File: src/rtl/md_pkg.sv
// Shared RV32M multiply/divide definitions: op encodings, FSM states, default width.
// Op encodings are also consumed by the control decoder.
package md_pkg;

    localparam int MD_XLEN = 32;

    typedef enum logic [2:0] {
        MD_MUL    = 3'b000,
        MD_MULH   = 3'b001,
        MD_MULHSU = 3'b010,
        MD_MULHU  = 3'b011,
        MD_DIV    = 3'b100,
        MD_DIVU   = 3'b101,
        MD_REM    = 3'b110,
        MD_REMU   = 3'b111
    } md_op_e;

    typedef enum logic [1:0] {
        MD_IDLE   = 2'b00,
        MD_CALC   = 2'b01,
        MD_FINISH = 2'b10
    } md_state_e;

endpackage

File: src/rtl/mul_div_unit_if.sv
// Execute-stage <-> multiply/divide unit handshake: start/busy/done with operands and result.
// master = execute stage, slave = mul_div_unit.
interface mul_div_unit_if #(parameter int XLEN = md_pkg::MD_XLEN);
    logic            start;
    logic [2:0]      md_operation;
    logic [XLEN-1:0] operand_a;
    logic [XLEN-1:0] operand_b;
    logic            kill;
    logic            busy;
    logic            done;
    logic [XLEN-1:0] result;

    modport master (
        output start, md_operation, operand_a, operand_b, kill,
        input  busy, done, result
    );

    modport slave (
        input  start, md_operation, operand_a, operand_b, kill,
        output busy, done, result
    );
endinterface

File: src/rtl/md_iter_core.sv
// Per-iteration datapath: shift-add multiply and restoring shift-subtract divide on magnitudes.
// hi/lo hold product {hi,lo} for multiply, remainder (hi) and quotient (lo) for divide.
module md_iter_core
    import md_pkg::*;
#(
    parameter int XLEN = MD_XLEN
) (
    input  logic            clk,
    input  logic            reset,
    input  logic            load_i,
    input  logic            step_i,
    input  logic            is_div_i,
    input  logic [XLEN-1:0] a_mag_i,
    input  logic [XLEN-1:0] b_mag_i,
`ifdef MD_FAST_MUL_EN
    output logic [XLEN-1:0] mcand_o,
`endif
    output logic [XLEN-1:0] hi_o,
    output logic [XLEN-1:0] lo_o
);

    logic            is_div_q;
    logic [XLEN-1:0] mcand_q;
    logic [XLEN-1:0] hi_q, hi_d;
    logic [XLEN-1:0] lo_q, lo_d;
    logic [XLEN:0]   sum;
    logic [XLEN:0]   rem_sh;
    logic            rem_ge;

    always_comb begin
        sum    = {1'b0, hi_q} + {1'b0, mcand_q & {XLEN{lo_q[0]}}};
        rem_sh = {hi_q, lo_q[XLEN-1]};
        rem_ge = rem_sh >= {1'b0, mcand_q};
        if (is_div_q) begin
            // Remainder always fits XLEN bits after a successful subtract.
            hi_d = rem_ge ? (rem_sh[XLEN-1:0] - mcand_q) : rem_sh[XLEN-1:0];
            lo_d = {lo_q[XLEN-2:0], rem_ge};
        end else begin
            hi_d = sum[XLEN:1];
            lo_d = {sum[0], lo_q[XLEN-1:1]};
        end
    end

    always_ff @(posedge clk) begin
        if (reset) begin
            is_div_q <= 1'b0;
            mcand_q  <= '0;
            hi_q     <= '0;
            lo_q     <= '0;
        end else if (load_i) begin
            is_div_q <= is_div_i;
            mcand_q  <= is_div_i ? b_mag_i : a_mag_i;
            hi_q     <= '0;
            lo_q     <= is_div_i ? a_mag_i : b_mag_i;
        end else if (step_i) begin
            hi_q <= hi_d;
            lo_q <= lo_d;
        end
    end

`ifdef MD_FAST_MUL_EN
    assign mcand_o = mcand_q;
`endif
    assign hi_o = hi_q;
    assign lo_o = lo_q;

endmodule

File: src/rtl/mul_div_unit.sv
// RV32M mul/div unit: FSM, operand conditioning, special cases, sign fix-up, result register.
// Latency 33 cycles iterative, 1 cycle for div-by-zero/overflow; MD_FAST_MUL_EN makes multiply 1 cycle.
module mul_div_unit
    import md_pkg::*;
#(
    parameter int XLEN = MD_XLEN
) (
    input  logic         clk,
    input  logic         reset,
    mul_div_unit_if.slave md
);

    localparam int DW = 2 * XLEN;
    localparam int CW = $clog2(XLEN);
    localparam logic [XLEN-1:0] INT_MIN = {1'b1, {(XLEN-1){1'b0}}};

    md_state_e       state_q;
    md_op_e          op_q;
    logic [CW-1:0]   cnt_q;
    logic            busy_q, done_q;
    logic            neg_q, neg_a_q, special_q;
    logic [XLEN-1:0] special_res_q, result_q;

    md_op_e          op_in;
    logic            a_signed, b_signed, a_neg, b_neg;
    logic [XLEN-1:0] a_mag, b_mag;
    logic            is_div_in, div_zero, div_ovf, skip_calc;
    logic [XLEN-1:0] special_res;
    logic            accept, step;
    logic [XLEN-1:0] core_hi, core_lo;
    logic [DW-1:0]   prod_mag, prod_fix;
    logic [XLEN-1:0] quo_fix, rem_fix, normal_res;

    assign op_in     = md_op_e'(md.md_operation);
    assign is_div_in = md.md_operation[2];

    always_comb begin
        a_signed = 1'b0;
        b_signed = 1'b0;
        case (op_in)
            MD_MULH, MD_DIV, MD_REM: begin
                a_signed = 1'b1;
                b_signed = 1'b1;
            end
            MD_MULHSU: a_signed = 1'b1;
            default: ;
        endcase
    end

    assign a_neg = a_signed & md.operand_a[XLEN-1];
    assign b_neg = b_signed & md.operand_b[XLEN-1];
    assign a_mag = a_neg ? -md.operand_a : md.operand_a;
    assign b_mag = b_neg ? -md.operand_b : md.operand_b;

    assign div_zero = is_div_in && (md.operand_b == '0);
    assign div_ovf  = ((op_in == MD_DIV) || (op_in == MD_REM)) &&
                      (md.operand_a == INT_MIN) && (md.operand_b == '1);

    // md_operation[1] separates remainder ops from quotient ops.
    always_comb begin
        special_res = '0;
        if (div_zero)
            special_res = md.md_operation[1] ? md.operand_a : '1;
        else if (div_ovf)
            special_res = md.md_operation[1] ? '0 : INT_MIN;
    end

`ifdef MD_FAST_MUL_EN
    logic [XLEN-1:0] core_mcand;
    assign skip_calc = div_zero | div_ovf | ~is_div_in;
    assign prod_mag  = DW'(core_mcand) * DW'(core_lo);
`else
    assign skip_calc = div_zero | div_ovf;
    assign prod_mag  = {core_hi, core_lo};
`endif

    assign accept = (state_q == MD_IDLE) && md.start && !md.kill;
    assign step   = (state_q == MD_CALC) && !md.kill;

    md_iter_core #(.XLEN(XLEN)) u_core (
        .clk      (clk),
        .reset    (reset),
        .load_i   (accept),
        .step_i   (step),
        .is_div_i (is_div_in),
        .a_mag_i  (a_mag),
        .b_mag_i  (b_mag),
`ifdef MD_FAST_MUL_EN
        .mcand_o  (core_mcand),
`endif
        .hi_o     (core_hi),
        .lo_o     (core_lo)
    );

    assign prod_fix = neg_q   ? -prod_mag : prod_mag;
    assign quo_fix  = neg_q   ? -core_lo  : core_lo;
    assign rem_fix  = neg_a_q ? -core_hi  : core_hi;

    always_comb begin
        case (op_q)
            MD_MUL:                       normal_res = prod_fix[XLEN-1:0];
            MD_MULH, MD_MULHSU, MD_MULHU: normal_res = prod_fix[DW-1:XLEN];
            MD_DIV, MD_DIVU:              normal_res = quo_fix;
            default:                      normal_res = rem_fix;
        endcase
    end

    always_ff @(posedge clk) begin
        if (reset) begin
            state_q       <= MD_IDLE;
            op_q          <= MD_MUL;
            cnt_q         <= '0;
            busy_q        <= 1'b0;
            done_q        <= 1'b0;
            neg_q         <= 1'b0;
            neg_a_q       <= 1'b0;
            special_q     <= 1'b0;
            special_res_q <= '0;
            result_q      <= '0;
        end else begin
            done_q <= 1'b0;
            if (md.kill) begin
                state_q <= MD_IDLE;
                busy_q  <= 1'b0;
                cnt_q   <= '0;
            end else begin
                case (state_q)
                    MD_IDLE: begin
                        if (md.start) begin
                            op_q          <= op_in;
                            neg_q         <= a_neg ^ b_neg;
                            neg_a_q       <= a_neg;
                            special_q     <= div_zero | div_ovf;
                            special_res_q <= special_res;
                            busy_q        <= 1'b1;
                            cnt_q         <= '0;
                            state_q       <= skip_calc ? MD_FINISH : MD_CALC;
                        end
                    end
                    MD_CALC: begin
                        if (cnt_q == CW'(XLEN - 1)) begin
                            cnt_q   <= '0;
                            state_q <= MD_FINISH;
                        end else begin
                            cnt_q <= cnt_q + CW'(1);
                        end
                    end
                    MD_FINISH: begin
                        result_q <= special_q ? special_res_q : normal_res;
                        done_q   <= 1'b1;
                        busy_q   <= 1'b0;
                        state_q  <= MD_IDLE;
                    end
                    default: state_q <= MD_IDLE;
                endcase
            end
        end
    end

    assign md.busy   = busy_q;
    assign md.done   = done_q;
    assign md.result = result_q;

endmodule

File: src/flat_wrapper.sv
// flat-port wrapper written by rule: the top's interface ports become plain ports
module mul_div_unit_flat import md_pkg::*;
#(
    parameter int XLEN = MD_XLEN
)
  (clk, reset, md_start, md_md_operation, md_operand_a, md_operand_b, md_kill, md_busy, md_done, md_result);
  mul_div_unit_if #(.XLEN(XLEN)) md_i ();
  input  logic clk;
  input  logic reset;
  input wire logic [$bits(md_i.start)-1:0] md_start;
  input wire logic [$bits(md_i.md_operation)-1:0] md_md_operation;
  input wire logic [$bits(md_i.operand_a)-1:0] md_operand_a;
  input wire logic [$bits(md_i.operand_b)-1:0] md_operand_b;
  input wire logic [$bits(md_i.kill)-1:0] md_kill;
  output wire logic [$bits(md_i.busy)-1:0] md_busy;
  output wire logic [$bits(md_i.done)-1:0] md_done;
  output wire logic [$bits(md_i.result)-1:0] md_result;
  assign md_i.start = md_start;
  assign md_i.md_operation = md_md_operation;
  assign md_i.operand_a = md_operand_a;
  assign md_i.operand_b = md_operand_b;
  assign md_i.kill = md_kill;
  assign md_busy = md_i.busy;
  assign md_done = md_i.done;
  assign md_result = md_i.result;
  mul_div_unit #(.XLEN(XLEN)) u_core (.clk(clk), .reset(reset), .md(md_i));
endmodule
File: config.mk
export PLATFORM = sky130hd
export DESIGN_NAME = mul_div_unit_flat
export DESIGN_NICKNAME = d
export VERILOG_FILES = /design/src/rtl/md_pkg.sv /design/src/rtl/mul_div_unit_if.sv /design/src/rtl/md_iter_core.sv /design/src/rtl/mul_div_unit.sv /design/src/flat_wrapper.sv
export SDC_FILE = /design/constraint.sdc
export NUM_CORES = 1
export LEC_CHECK = 0
export BUFFER_PORTS_ARGS = -buffer_cell sky130_fd_sc_hd__buf_2
export CAP_MARGIN = 40
export CELL_PAD_IN_SITES_DETAIL_PLACEMENT = 1
export CELL_PAD_IN_SITES_GLOBAL_PLACEMENT = 1
export CORE_ASPECT_RATIO = 1.2
export CORE_UTILIZATION = 49
export CTS_CLUSTER_SIZE = 30
export DETAILED_ROUTE_END_ITERATION = 16
export HOLD_SLACK_MARGIN = 0.02
export PLACE_DENSITY = 0.95
export SLEW_MARGIN = 15
export SYNTH_ARGS = -nofsm -noshare
export SYNTH_HDL_FRONTEND = slang
export SYNTH_SLANG_ARGS = --single-unit
File: constraint.sdc
create_clock -name clk -period 7.6 [get_ports clk]
set_input_delay 0.76 -clock clk [delete_from_list [all_inputs] [get_ports clk]]
set_output_delay 0.76 -clock clk [all_outputs]
set_load 0.03 [all_outputs]
== Word-level counts from Yosys, hierarchy flattened ==
Cells that the tools add are included.
Widths: inputs -> output; s select.

* $add $sub $neg: 8
* $lt $le $gt $ge: 1
* Equal/unequal tests: 16
* Mux-type cells: 30
* Bitwise logic cells: 6
* Reductions and logical operators: 25

{| class="wikitable"
|+ Operator list
! operator !! number
|-
| $mux 32 || 16
|-
| $neg 32->32 || 4
|-
| $pmux 32 s3 || 1
|-
| $eq 32x32->1 const B || 2
|-
| $mux 64 || 1
|-
| $neg 64->64 || 1
|-
| $add 32x32->33 || 1
|-
| $ge 33x32->1 || 1
|-
| $and 32x32->32 || 1
|-
| $logic_not 32->1 || 1
|-
| $sub 32x32->32 || 1
|-
| $eq 3x3->1 const B || 4
|-
| $mux 5 || 2
|-
| $pmux 5 s2 || 1
|-
| $eq 3x2->1 const B || 3
|-
| $reduce_and 2->1 || 4
|-
| $eq 3x1->1 const B || 2
|-
| $logic_and 1x1->1 || 6
|-
| $mux 2 || 3
|-
| $reduce_bool 2->1 || 3
|-
| $reduce_or 2->1 || 3
|-
| $reduce_or 3->1 || 2
|-
| $add 5x1->5 const B || 1
|-
| $eq 5x5->1 const B || 1
|-
| other kinds (16) || 21
|}

* Register bits: 176
* Input port bits: 71
* Output and inout port bits: 34

== Depth between registers and ports, before layout ==
Gate-level depths: netlist (run 1).

* Word-level depth: 8
* Mapped depth: 15
* Gate-level depth less buffers: 14

== Hierarchy ==
From an unflattened synthesis (run 1), not the netlist that was laid out.

* Cell total of the unflattened synthesis: 2242
* Area total of the unflattened synthesis: 16405.7 um^2

{| class="wikitable"
|+ Modules (own cells, without submodules)
! module !! instances !! cells an instance !! area an instance (um^2)
|-
| md_iter_core || 1 || 1179 || 8914.8
|-
| mul_div_unit || 1 || 1063 || 7490.9
|}

== Least setup slack after synthesis (run 1) ==
No wires, ideal clock.

* Path kind: in2reg
* Start: input md_operand_b[10]
* End: register u_core.u_core.lo_q[28] (netlist: u_core.u_core.lo_o[28])
* Library setup time: 0.131 ns
* Data arrival time: 3.316 ns
* Data required time: 7.469 ns
* Path slack: 4.153 ns
* Cell stages on the path: 10
* Buffers on the path: 1
* Path through: or4_4 -> nor4b_4 -> or4b_4 -> or3_1 -> buf_2 -> o41a_1 -> xnor2_2 -> o22ai_1 -> a21oi_1 -> a21oi_1

* Longest elaborated chain between the ends: 4

{| class="wikitable"
|+ Ends and longest elaborated chain
! what !! RTL line !! text
|-
| start: declaration || flat_wrapper.sv:13 || <nowiki>input wire logic [$bits(md_i.operand_b)-1:0] md_operand_b;</nowiki>
|-
| $neg 32->32 || mul_div_unit.sv:53 || <nowiki>assign b_mag = b_neg ? -md.operand_b : md.operand_b;</nowiki>
|-
| $mux 32 || mul_div_unit.sv:53 ||
|-
| $mux 32 || md_iter_core.sv:54 || <nowiki>lo_q <= is_div_i ? a_mag_i : b_mag_i;</nowiki>
|-
| $mux 32 || md_iter_core.sv:50 || <nowiki>end else if (load_i) begin</nowiki>
|-
| end signal: assignment || md_iter_core.sv:54 ||
|-
| end signal: assignment || md_iter_core.sv:57 || <nowiki>lo_q <= lo_d;</nowiki>
|-
| end: declaration || md_iter_core.sv:25 || <nowiki>logic [XLEN-1:0] lo_q, lo_d;</nowiki>
|}

No other way between the ends.
A chain may end at the register's enable or synchronous reset.

== Worst setup path after layout (run 1) ==
* Start: register u_core.u_core.lo_q[0] (netlist: u_core.u_core.lo_o[0])
* End: register u_core.result_q[4] (netlist: u_core.md.result[4])

* Longest elaborated chain between the ends: 4

{| class="wikitable"
|+ Ends and longest elaborated chain
! what !! RTL line !! text
|-
| $neg 64->64 / $neg 32->32 (equally long branches) || mul_div_unit.sv:95, mul_div_unit.sv:96 ||
|-
| $mux 64 / $mux 32 (equally long branches) || mul_div_unit.sv:95, mul_div_unit.sv:96 ||
|-
| $pmux 32 s3 (*) || mul_div_unit.sv:100 || <nowiki>case (op_q)</nowiki>
|-
| $mux 32 (*) || mul_div_unit.sv:149 || <nowiki>result_q <= special_q ? special_res_q : normal_res;</nowiki>
|-
| end signal: assignment || mul_div_unit.sv:149 ||
|-
| end: declaration || mul_div_unit.sv:22 || <nowiki>logic [XLEN-1:0] special_res_q, result_q;</nowiki>
|}

Every way passes the cells marked *; elsewhere a longest branch is shown, timed or not.

==> summary.md, run 1 <==
| Metric | Value |
|---|---|
| Status | `finished clean` |
| CP required | `7.99 ns` |
| Post-synth EDFFs | `0` |
| Final min period | `4.622 ns` |
| Place WS | `3.268 ns` |
| Post-Synth XOR/XNOR Area | `0.1061` |
| Distinct cells, synth | `84` |
| Yosys top cell area share | `0.2248` |
| First-pass GRT wire length | `104,400 um` |
| RSZ-0062 raised after global routing | `false` |
| Register bit total from synthesis | `176` |
| Power Total | `2.864 mW` |
| DR iter-0 viols | `1,819` |
| Initial antenna violation count | `1` |
| Most frequent cell after synthesis | `nand2_1` |
| Worst slew pin tran | `1.059 ns` |
| Critical Path Stages | `12` |
| Worst Setup Start Kind | `register` |
| CP max FO | `19` |
| Worst Reg2Reg Path Length in Cells | `12` |
| Dpl cells | `2,554` |
| Drt total wl | `68,620 um` |
| Reg clk slew, reported paths | `0.08 ns` |
| Clock skew | `0.01160 ns` |
| Slowest CP cell | `inv_1` |
| Via count | `17.82k` |
| Post-Synth Simple-Gate Area | `0.2224` |
| DR pass1 iterations | `5` |
| DRT antenna net count | `0` |
| CTS tree | `yes` |
| Post-cts sizing count | `0` |
| Period utilisation layout | `0.6082` |
| Clock root cell | `clkbuf_16` |
| Synth top area cells | `dfxtp_1, o21ai_0, a21oi_1, nand2_1, ha_1` |
| Max Freq | `0.2163 GHz` |
| Compound-gate portion of the synthesized area | `0.2799` |
| Grt total ovfl | `0` |
| Synth Area in Adders | `0.05923` |
| Clk_lat worst skew | `0.46 ns` |
| Main combinational cell family by area after synthesis | `compound AO/OA/AOI/OAI gates` |
| Drt drc | `0` |
| Slew Limit Fails | `0` |
| Inserted Clock Buffers | `17` |
| Vias in the first global route | `17.86k` |
| Cell area after synthesis | `15,680 um2` |
| Chip width | `165.3 um` |
| Die Ht | `197.9 um` |
| Worst path max stage delay | `0.53 ns` |
| Top_reg_cell synth | `dfxtp_1` |
| Crit path arrival time | `5.01 ns` |
| Yosys warnings | `0` |
| Port Buffer Count | `104` |
| Cts hold-fix bufs | `0` |
| Starting Density | `0.4984` |
| Crit path max-delay family | `simple AND/OR/NAND/NOR gates` |
| H-tree depth | `4` |
| Via density | `6.888` |
| Worst setup EP type | `register` |
| Fin. Hold Viols | `0` |
| Total track usage | `0.4225` |
| Syn_area_per_cell | `7.210 um2` |
| Setup ws final | `2.978 ns` |
| CP bufs+invs | `2` |
| Area of the core | `31,450 um2` |
| Largest net degree at the start of global routing | `73` |
| Post-DP HPWL | `51,360 um` |
| Setup_tns | `0 ns` |
| Worst vdd ir | `140.8 uV` |
| Fin cells | `2,587` |
| Commonest cells post-synth | `nand2_1, o21ai_0, a21oi_1` |
| Final Util | `0.5409` |
| Clk sinks | `176` |
| Max Root-Sink Buffers | `2` |
| Multiplexer share of the synthesized area | `0.05148` |
| Worst min-delay path class | `register to register` |
| Seq/Total Area, Yosys | `0.2248` |
| Ys async rst share | `0` |
| Die area | `32,710 um2` |
| Final Setup Violations | `0` |
| Share of cells above drive strength 1 | `0.09698` |
| Mapped Cells | `2,174` |
| Max-cap viol count | `0` |
| Syn nets | `2,318` |
| WHS Path Cells | `2` |
| Post-CTS Setup Bufs | `0` |
| P_leak | `6.767 nW` |
| Nets | `2,317` |
| Area added between synthesis and finish | `8.509%` |
| Routed length per instance | `26.53 um` |
| I/O Pins | `105` |
| N_diodes | `0` |
| Slew headroom | `0.2940` |
| Gpl congestion | `0.9981` |
| CP Cell Sequence | `inv_1, buf_4, ha_1, or3b_2, nand3b_1, nand2b_1, or2_1, o31ai_1, xor2_1, o221ai_1, nand3_1, a21oi_1` |
| CP Class | `register to register` |
| Num rows | `71` |
| Power Dens Cells | `168.4 nW/um2` |
| Yosys top cell by area | `dfxtp_1` |
-- layout make-up --
class,count,area (um2)
fillers,4082,14440
flip-flops and latches,176,3528
multi-input cells,1770,11280
repair buffers,134,784.5
clock buffers,17,425.4
well taps,401,501.7
clock inverters,15,206.4
inverters,74,277.8
-- flip-flops by register name, indices dropped and copies added, names as in the netlist, 2 cells and up --
register / flops
u_core.md.result: 32
u_core.op_q: 3
u_core.cnt_q: 5
u_core.special_res_q: 32
u_core.u_core.mcand_q: 32
u_core.u_core.lo_o: 32
u_core.state_q: 2
u_core.u_core.hi_o: 32
-- layout by cell type (no fill, tap or decap), drive strengths merged, types with 6 or more instances in the layout --
master and count:
nand2 243, o21ai 202, a21oi 192, nor2 180, dfxtp 176, buf 134
xnor2 96, xor2 93, inv 81, ha 71, mux2i 66, nor3 60
o211ai 44, nor2b 39, nand3 36, o31ai 33, a211oi 30, nand2b 29
a21o 29, a31oi 28, nor4 25, and3 24, or3 22, o221ai 21
o22ai 18, nand4 17, clkbuf 17, o41ai 15, mux2 13, a221oi 12
or4 12, o21bai 10, or2 10, and2 9, nand3b 9, a211o 8
clkinv 8, a22oi 6, a22o 6
-- stage by stage --
| step | cell area, um2 | hold slack, ns |
|---|---|---|
| 2_1_floorplan | 15680 | 0.4161 |
| 3_3_place_gp | 16290 | 0.4262 |
| 3_5_place_dp | 16360 | 0.4352 |
| 4_1_cts | 16990 | 0.4542 |
| 5_1_grt | 17010 | 0.4781 |
| 6_report | 17010 | 0.4532 |
-- worst paths after layout --
path | startpoint | end | slack [ns]
worst min register to register | u_core.u_core.mcand_q[13]$_SDFFE_PP0P_ | u_core.u_core.mcand_q[13]$_SDFFE_PP0P_ | 0.45
worst min-delay path | u_core.u_core.mcand_q[13]$_SDFFE_PP0P_ | u_core.u_core.mcand_q[13]$_SDFFE_PP0P_ | 0.45
worst max-delay path | u_core.u_core.lo_o[0]$_SDFFE_PP0P_ | u_core.md.result[4]$_SDFFE_PP0P_ | 2.98
worst max register to register | u_core.u_core.lo_o[0]$_SDFFE_PP0P_ | u_core.md.result[4]$_SDFFE_PP0P_ | 2.98
-- per-layer routing --
layer / share of wire / vias up / routed length, um / track usage
li1: - / 7864 / - / -
met1: 0.37 / 8609 / 25440 / 0.4839
met2: 0.46 / 1034 / 31550 / 0.6938
met3: 0.088 / 310 / 6041 / 0.08044
met4: 0.081 / 2 / 5583 / 0.3123
met5: 0.00019 / - / 13 / 0
-- cells by family after synthesis --
group | after synthesis
and+or+nand+nor | 728
muxes | 79
buffers and inverters | 228
xor gates and xnor gates | 189
AOI/OAI and AO/OA | 701
DFF | 176
adders and majority gates | 73
-- worst reg2reg max path: cells and delay by family (launching register included) --
kind	cells	cell delay [ns]
simple gates	5	2.07
xor+xnor	1	0.11
buf+inv	2	0.90
fa+ha+maj	1	0.25
compound gates	3	0.83
flops	1	0.39
-- power by group --
group	total, mW	internal [mW]	switching (mW)
Clock	0.947	0.456	0.491
Combinational	0.900	0.306	0.594
Sequential	1.02	0.953	0.0649
Power figures use the tool's default switching activity.
==> run 2: changes to the inputs <==
CORE_UTILIZATION = 41   (was 49)
PLACE_DENSITY = 0.86   (was 0.95)
clock period = 4.2 ns   (was 7.6 ns; I/O delays follow)
==> run 2 against run 1 <==
Compared with the run above:
- design area is 1.8% higher
- register-to-register slack worse by 2.7 ns
- hold slack worse by 0.17 ns
- clock skew hardly changed
- sequential power is 79% higher
- power is 83% higher
- critical endpoint is now u_core.u_core.hi_o[30]$_SDFFE_PP0P_
- highest routed layer unchanged
==> summary.md, run 2 (synthesis gave the netlist of run 1 again) <==
| Metric | Value |
|---|---|
| Fin cells | `2,693 (+4.1%)` |
| Largest net degree at the start of global routing | `72 (-1.4%)` |
| Post-CTS Setup Bufs | `0 (unchanged)` |
| Max Root-Sink Buffers | `2 (unchanged)` |
| Slew Limit Fails | `0 (unchanged)` |
| RSZ-0062 raised after global routing | `false` |
| Worst setup EP type | `register` |
| Setup_tns | `0 ns (unchanged)` |
| Worst slew pin tran | `0.9245 ns (-0.1344 ns)` |
| Num rows | `78 (+9.9%)` |
| Clk_lat worst skew | `0.47 ns (about the same)` |
| Post-DP HPWL | `52,520 um (+2.3%)` |
| DRT antenna net count | `0 (unchanged)` |
| Reg clk slew, reported paths | `0.08 ns (about the same)` |
| Power Internal | `3.171 mW (+85%)` |
| Total track usage | `0.3499 (-0.07254)` |
| CP Class | `register to register` |
| Register share of total power | `0.349 (-0.006)` |
| Worst min-delay path class | `input port to register` |
| Clk sinks | `176 (unchanged)` |
| Via count | `17.48k (-1.9%)` |
| Period utilisation layout | `0.9273 (+0.3191)` |
| Gpl congestion | `0.9995 (+0.14%)` |
| Die area | `39,020 um2 (+19%)` |
| Die Ht | `216.2 um (+9.2%)` |
| Drt drc | `0 (unchanged)` |
| Clock root cell | `clkbuf_16` |
| Inserted Clock Buffers | `17 (unchanged)` |
| Worst Setup Start Kind | `register` |
| N_diodes | `0 (unchanged)` |
| Clock skew | `0.01194 ns (+0.0003409 ns)` |
| Cts hold-fix bufs | `0 (unchanged)` |
| Max-cap viol count | `0 (unchanged)` |
| Post-cts sizing count | `0 (unchanged)` |
| Dpl cells | `2,661 (+4.2%)` |
| Fin. Hold Viols | `0 (unchanged)` |
| Vias in the first global route | `17.83k (-0.15%)` |
| Slowest CP cell | `dfxtp_1` |
| Crit path arrival time | `4.27 ns (-0.74 ns)` |
| DR iter-0 viols | `1,680 (-7.6%)` |
| Worst vdd ir | `255.0 uV (+81%)` |
| Area of the core | `37,770 um2 (+20%)` |
| Nets | `2,344 (+1.2%)` |
| Reg area | `3528 um2 (unchanged)` |
| Worst path max stage delay | `0.50 ns (-0.03 ns)` |
| Max Freq | `0.2568 GHz (+19%)` |
| Drt total wl | `68,570 um (about the same)` |
| Status | `finished clean` |
| Switching Share | `0.3938 (-0.007807)` |
| Routed length per instance | `25.46 um (-4.0%)` |
| Port Buffer Count | `104 (unchanged)` |
| Initial antenna violation count | `1 (unchanged)` |
| Most frequent cells in the layout | `nand2_1, o21ai_0, a21oi_1` |
| Share of cells above drive strength 1 | `0.1080 (+0.01102)` |
| Final Setup Violations | `0 (unchanged)` |
| Starting Density | `0.4150 (-0.08342)` |
| CTS tree | `yes` |
| P_leak | `6.913 nW (+2.2%)` |
| Switching power | `2.060 mW (+79%)` |
| H-tree depth | `4 (unchanged)` |
| CP Cell Sequence | `inv_1, nor2_1, ha_1, a21oi_1, o211ai_1, nand3_1, o221ai_1, a211o_1, a31o_2, a311oi_1, or4_1, o2111ai_1, o31ai_1` |
| CP max FO | `8 (-11)` |
| DR pass1 iterations | `5 (unchanged)` |
| Chip width | `180.5 um (+9.2%)` |
| Footprint of the multi-input gates | `11,290 um2 (about the same)` |
| First-pass GRT wire length | `105,500 um (+1.1%)` |
| Clock power frac | `0.334 (+0.003)` |
| Fill cells | `4,774 (+17%)` |
| Area added between synthesis and finish | `10.43%` |
| CP required | `4.58 ns (-3.41 ns)` |
| Logic pwr share | `0.317 (+0.003)` |
| Power Dens Cells | `302.2 nW/um2 (+79%)` |
| Commonest non-fill, non-tap cell in the layout | `nand2_1` |
| I/O Pins | `105 (unchanged)` |
| Final min period | `3.895 ns (-0.7276 ns)` |
| Via density | `6.489 (-5.8%)` |
| Grt total ovfl | `0 (unchanged)` |
| Slew headroom | `0.3822 (+0.08814)` |
run 2: cell types whose count changed in the layout (fill, tap and decap cells not counted), moves of 2 or more:
cell      delta
buf_4       +29
buf_8        -2
clkinv_8     -3
inv_6        +2
inv_8        +2
nor2_2       -2
run 2: final timing paths:
kind / from / to / slack, ns / depth (start not counted)
max: u_core.u_core.lo_o[0]$_SDFFE_PP0P_ / u_core.u_core.hi_o[30]$_SDFFE_PP0P_ / 0.31 / 13
min: md_operand_a[3] / u_core.special_res_q[3]$_SDFFE_PP0P_ / 0.28 / 3
max reg2reg: u_core.u_core.lo_o[0]$_SDFFE_PP0P_ / u_core.u_core.hi_o[30]$_SDFFE_PP0P_ / 0.31 / 13
min reg2reg: u_core.special_res_q[12]$_SDFFE_PP0P_ / u_core.special_res_q[12]$_SDFFE_PP0P_ / 0.45 / 2
run 2: stage by stage:
stage	power, mW	instance area (um2)	setup slack [ns]	utilization	hold WS [ns]
after CTS	5.193	17310	0.3503	0.4583	0.2629
after detailed placement	3.446	16680	0.3797	0.4417	0.4345
final	5.231	17310	0.3054	0.4583	0.2830
after global routing	5.417	17310	0.08389	0.4583	0.2865
after global placement	3.393	16640	0.5515	0.4407	0.4313
after floorplan	2.891	15680	0.8803	-	0.4161
run 2: per-layer routing:
layer / vias up / share of wire / GRT usage
met2: 782 / 0.46 / 0.5811
met1: 8529 / 0.38 / 0.4011
met4: 2 / 0.088 / 0.2846
met3: 255 / 0.064 / 0.05209
li1: 7907 / - / -
met5: - / 0.00023 / 0
run 2: layout make-up:
class                           instances  area share
Timing Repair Buffer                  161     0.05710
Multi-Input combinational cell       1770      0.6520
Sequential cell                       176      0.2038
Clock inverter                         15     0.01171
Tap cell                              480     0.03469
Clock buffer                           17     0.02458
Inverter                               74     0.01605
run 2: critical path, delay by kind of cell (launching register included):
| family | cells | cell delay [ns] |
|---|---|---|
| compound gates | 8 | 2.25 |
| fa+ha+maj | 1 | 0.28 |
| simple gates | 3 | 0.57 |
| flops | 1 | 0.50 |
| buf+inv | 1 | 0.22 |
run 2: power groups by stage:
stage	Clock, mW	Combinational, mW	Sequential [mW]
detailed placement	0	1.59	1.86
CTS	1.76	1.61	1.82
finish	1.75	1.66	1.83
global placement	0	1.54	1.85
global route	1.82	1.77	1.83
floorplan	0	1.08	1.81
==> run 3: changes to the inputs <==
RECOVER_POWER = 100   (was not set)
SETUP_SLACK_MARGIN = 0.05   (was not set)
==> run 3 against run 2 <==
Compared with the run above:
- the flow now finishes with violations (max-capacitance violations, max-slew violations)
- combinational power hardly changed
- non-clock buffer count stayed put
- cell count stayed put
- clock skew hardly changed
- clock power hardly changed
- utilization is 0.38 points lower
==> summary.md, run 3 (synthesis gave the netlist of run 1 again) <==
| Metric | Value |
|---|---|
| Fin cells | `2,693 (unchanged)` |
| I/O Pins | `105 (unchanged)` |
| Inserted Clock Buffers | `17 (unchanged)` |
| Switching Share | `0.3942 (+0.0004208)` |
| Gpl congestion | `0.9995 (unchanged)` |
| Power Dens Cells | `304.1 nW/um2 (+0.63%)` |
| Largest net degree at the start of global routing | `72 (unchanged)` |
| Setup_tns | `0 ns (unchanged)` |
| Max-cap viol count | `1 (+1)` |
| Slew Limit Fails | `46 (+46)` |
| Drt total wl | `68,480 um (-0.13%)` |
| Final Util | `0.4545 (-0.003810)` |
| Worst slew pin tran | `2.385 ns (+1.461 ns)` |
| Failing checks | `max-capacitance violations, max-slew violations` |
| Crit path arrival time | `4.40 ns (+0.13 ns)` |
| Drt drc | `0 (unchanged)` |
| Slew headroom | `-0.5902 (-0.9724)` |
| Starting Density | `0.4150 (unchanged)` |
| Share of cells above drive strength 1 | `0.08450 (-0.02350)` |
| CTS tree | `yes` |
| Final min period | `4.013 ns (+0.1187 ns)` |
| Chip width | `180.5 um (unchanged)` |
| Routed length per instance | `25.43 um (-0.13%)` |
| Post-DP HPWL | `52,520 um (unchanged)` |
| Max Root-Sink Buffers | `2 (unchanged)` |
| Initial antenna violation count | `1 (unchanged)` |
| Logic pwr share | `0.315 (-0.002)` |
| Clock root cell | `clkbuf_16` |
| Vias in the first global route | `17.83k (unchanged)` |
| Clk sinks | `176 (unchanged)` |
| WHS Path Cells | `3 (unchanged)` |
| Num rows | `78 (unchanged)` |
| DRT antenna net count | `0 (unchanged)` |
| Via density | `6.488 (about the same)` |
| First-pass GRT wire length | `105,500 um (unchanged)` |
| P_leak | `6.713 nW (-2.9%)` |
| Power Internal | `3.163 mW (-0.28%)` |
| Die Ht | `216.2 um (unchanged)` |
| Period utilisation layout | `0.9556 (+0.02827)` |
| Total track usage | `0.3499 (unchanged)` |
| DR iter-0 viols | `1,517 (-9.7%)` |
| Worst setup EP type | `register` |
| N_diodes | `0 (unchanged)` |
| Nets | `2,344 (unchanged)` |
| Worst Setup Start Kind | `register` |
| Fin. Hold Viols | `0 (unchanged)` |
| Switching power | `2.058 mW (-0.10%)` |
| Reg clk slew, reported paths | `0.08 ns (about the same)` |
| Cts hold-fix bufs | `0 (unchanged)` |
| Area added between synthesis and finish | `9.515%` |
| RSZ-0062 raised after global routing | `false` |
| Post-CTS Setup Bufs | `0 (unchanged)` |
| CP max FO | `71 (+63)` |
| Via count | `17.47k (-0.011%)` |
| Max Freq | `0.2492 GHz (-3.0%)` |
| Worst Reg2Reg Path Length in Cells | `8 (-5)` |
| Post-cts sizing count | `0 (unchanged)` |
| H-tree depth | `4 (unchanged)` |
| Dpl cells | `2,661 (unchanged)` |
| Worst min-delay path class | `input port to register` |
| Final Setup Violations | `0 (unchanged)` |
| Clock skew | `0.01178 ns (-0.0001622 ns)` |
| Most frequent cells in the layout | `nand2_1, o21ai_0, a21oi_1` |
| Register share of total power | `0.350 (about the same)` |
| Port Buffer Count | `104 (unchanged)` |
| Clk_lat worst skew | `0.47 ns (about the same)` |
| CP Class | `register to register` |
| Area of the core | `37,770 um2 (unchanged)` |
| Die area | `39,020 um2 (unchanged)` |
| Status | `complete, but fails checks` |
| DR pass1 iterations | `5 (unchanged)` |
| Clock power frac | `0.335 (about the same)` |
| Grt total ovfl | `0 (unchanged)` |
| CP required | `4.59 ns (about the same)` |
| Commonest non-fill, non-tap cell in the layout | `nand2_1` |
| Worst vdd ir | `254.8 uV (about the same)` |
run 3: worst max-delay path, cell delays in order, from the launching register on:
cell and delay, ns:
dfxtp_1 0.34, inv_1 0.14, nand2_1 0.11, nor3_1 0.74
clkbuf_2 1.18, nand2_1 0.64, o22ai_1 0.37, a21oi_1 0.09
a21oi_1 0.27
run 3: metrics by stage:
| step | power [mW] | hold slack, ns | setup WS (ns) | instance area [um2] |
|---|---|---|---|---|
| after floorplan | 2.891 | 0.4161 | 0.8803 | 15680 |
| after global placement | 3.393 | 0.4313 | 0.5515 | 16640 |
| after detailed placement | 3.446 | 0.4345 | 0.3797 | 16680 |
| after CTS | 5.193 | 0.2629 | 0.3503 | 17310 |
| after global routing | 5.402 | 0.2865 | 0.08348 | 17170 |
| final | 5.220 | 0.2806 | 0.1866 | 17170 |
run 3: worst paths after layout:
check                                                            from                               endpoint  slack [ns]
worst max-delay path                   u_core.state_q[0]$_SDFFE_PP0P_    u_core.u_core.lo_o[29]$_SDFFE_PP0P_        0.19
worst min-delay path                                  md_operand_a[3]   u_core.special_res_q[3]$_SDFFE_PP0P_        0.28
worst max register to register         u_core.state_q[0]$_SDFFE_PP0P_    u_core.u_core.lo_o[29]$_SDFFE_PP0P_        0.19
worst min register to register  u_core.special_res_q[12]$_SDFFE_PP0P_  u_core.special_res_q[12]$_SDFFE_PP0P_        0.45
run 3: cell type report:
class / count / area [um2]
flip-flops and latches: 176 / 3528
clock inverters: 15 / 202.7
fillers: 4801 / 20600
inverters: 74 / 277.8
well taps: 480 / 600.6
repair buffers: 161 / 905.9
multi-input cells: 1770 / 11230
clock buffers: 17 / 425.4
run 3: per-layer routing:
layer  GRT usage  part of all wire
met1      0.4011              0.38
met2      0.5811              0.46
met3     0.05209             0.068
met4      0.2846             0.088
met5           0           0.00025
run 3: power by group through the flow:
stage / clock, mW / combinational, mW / sequential (mW)
after floorplan: 0 / 1.08 / 1.81
after global placement: 0 / 1.54 / 1.85
after detailed placement: 0 / 1.59 / 1.86
after CTS: 1.76 / 1.61 / 1.82
after global routing: 1.82 / 1.75 / 1.83
final: 1.75 / 1.64 / 1.83
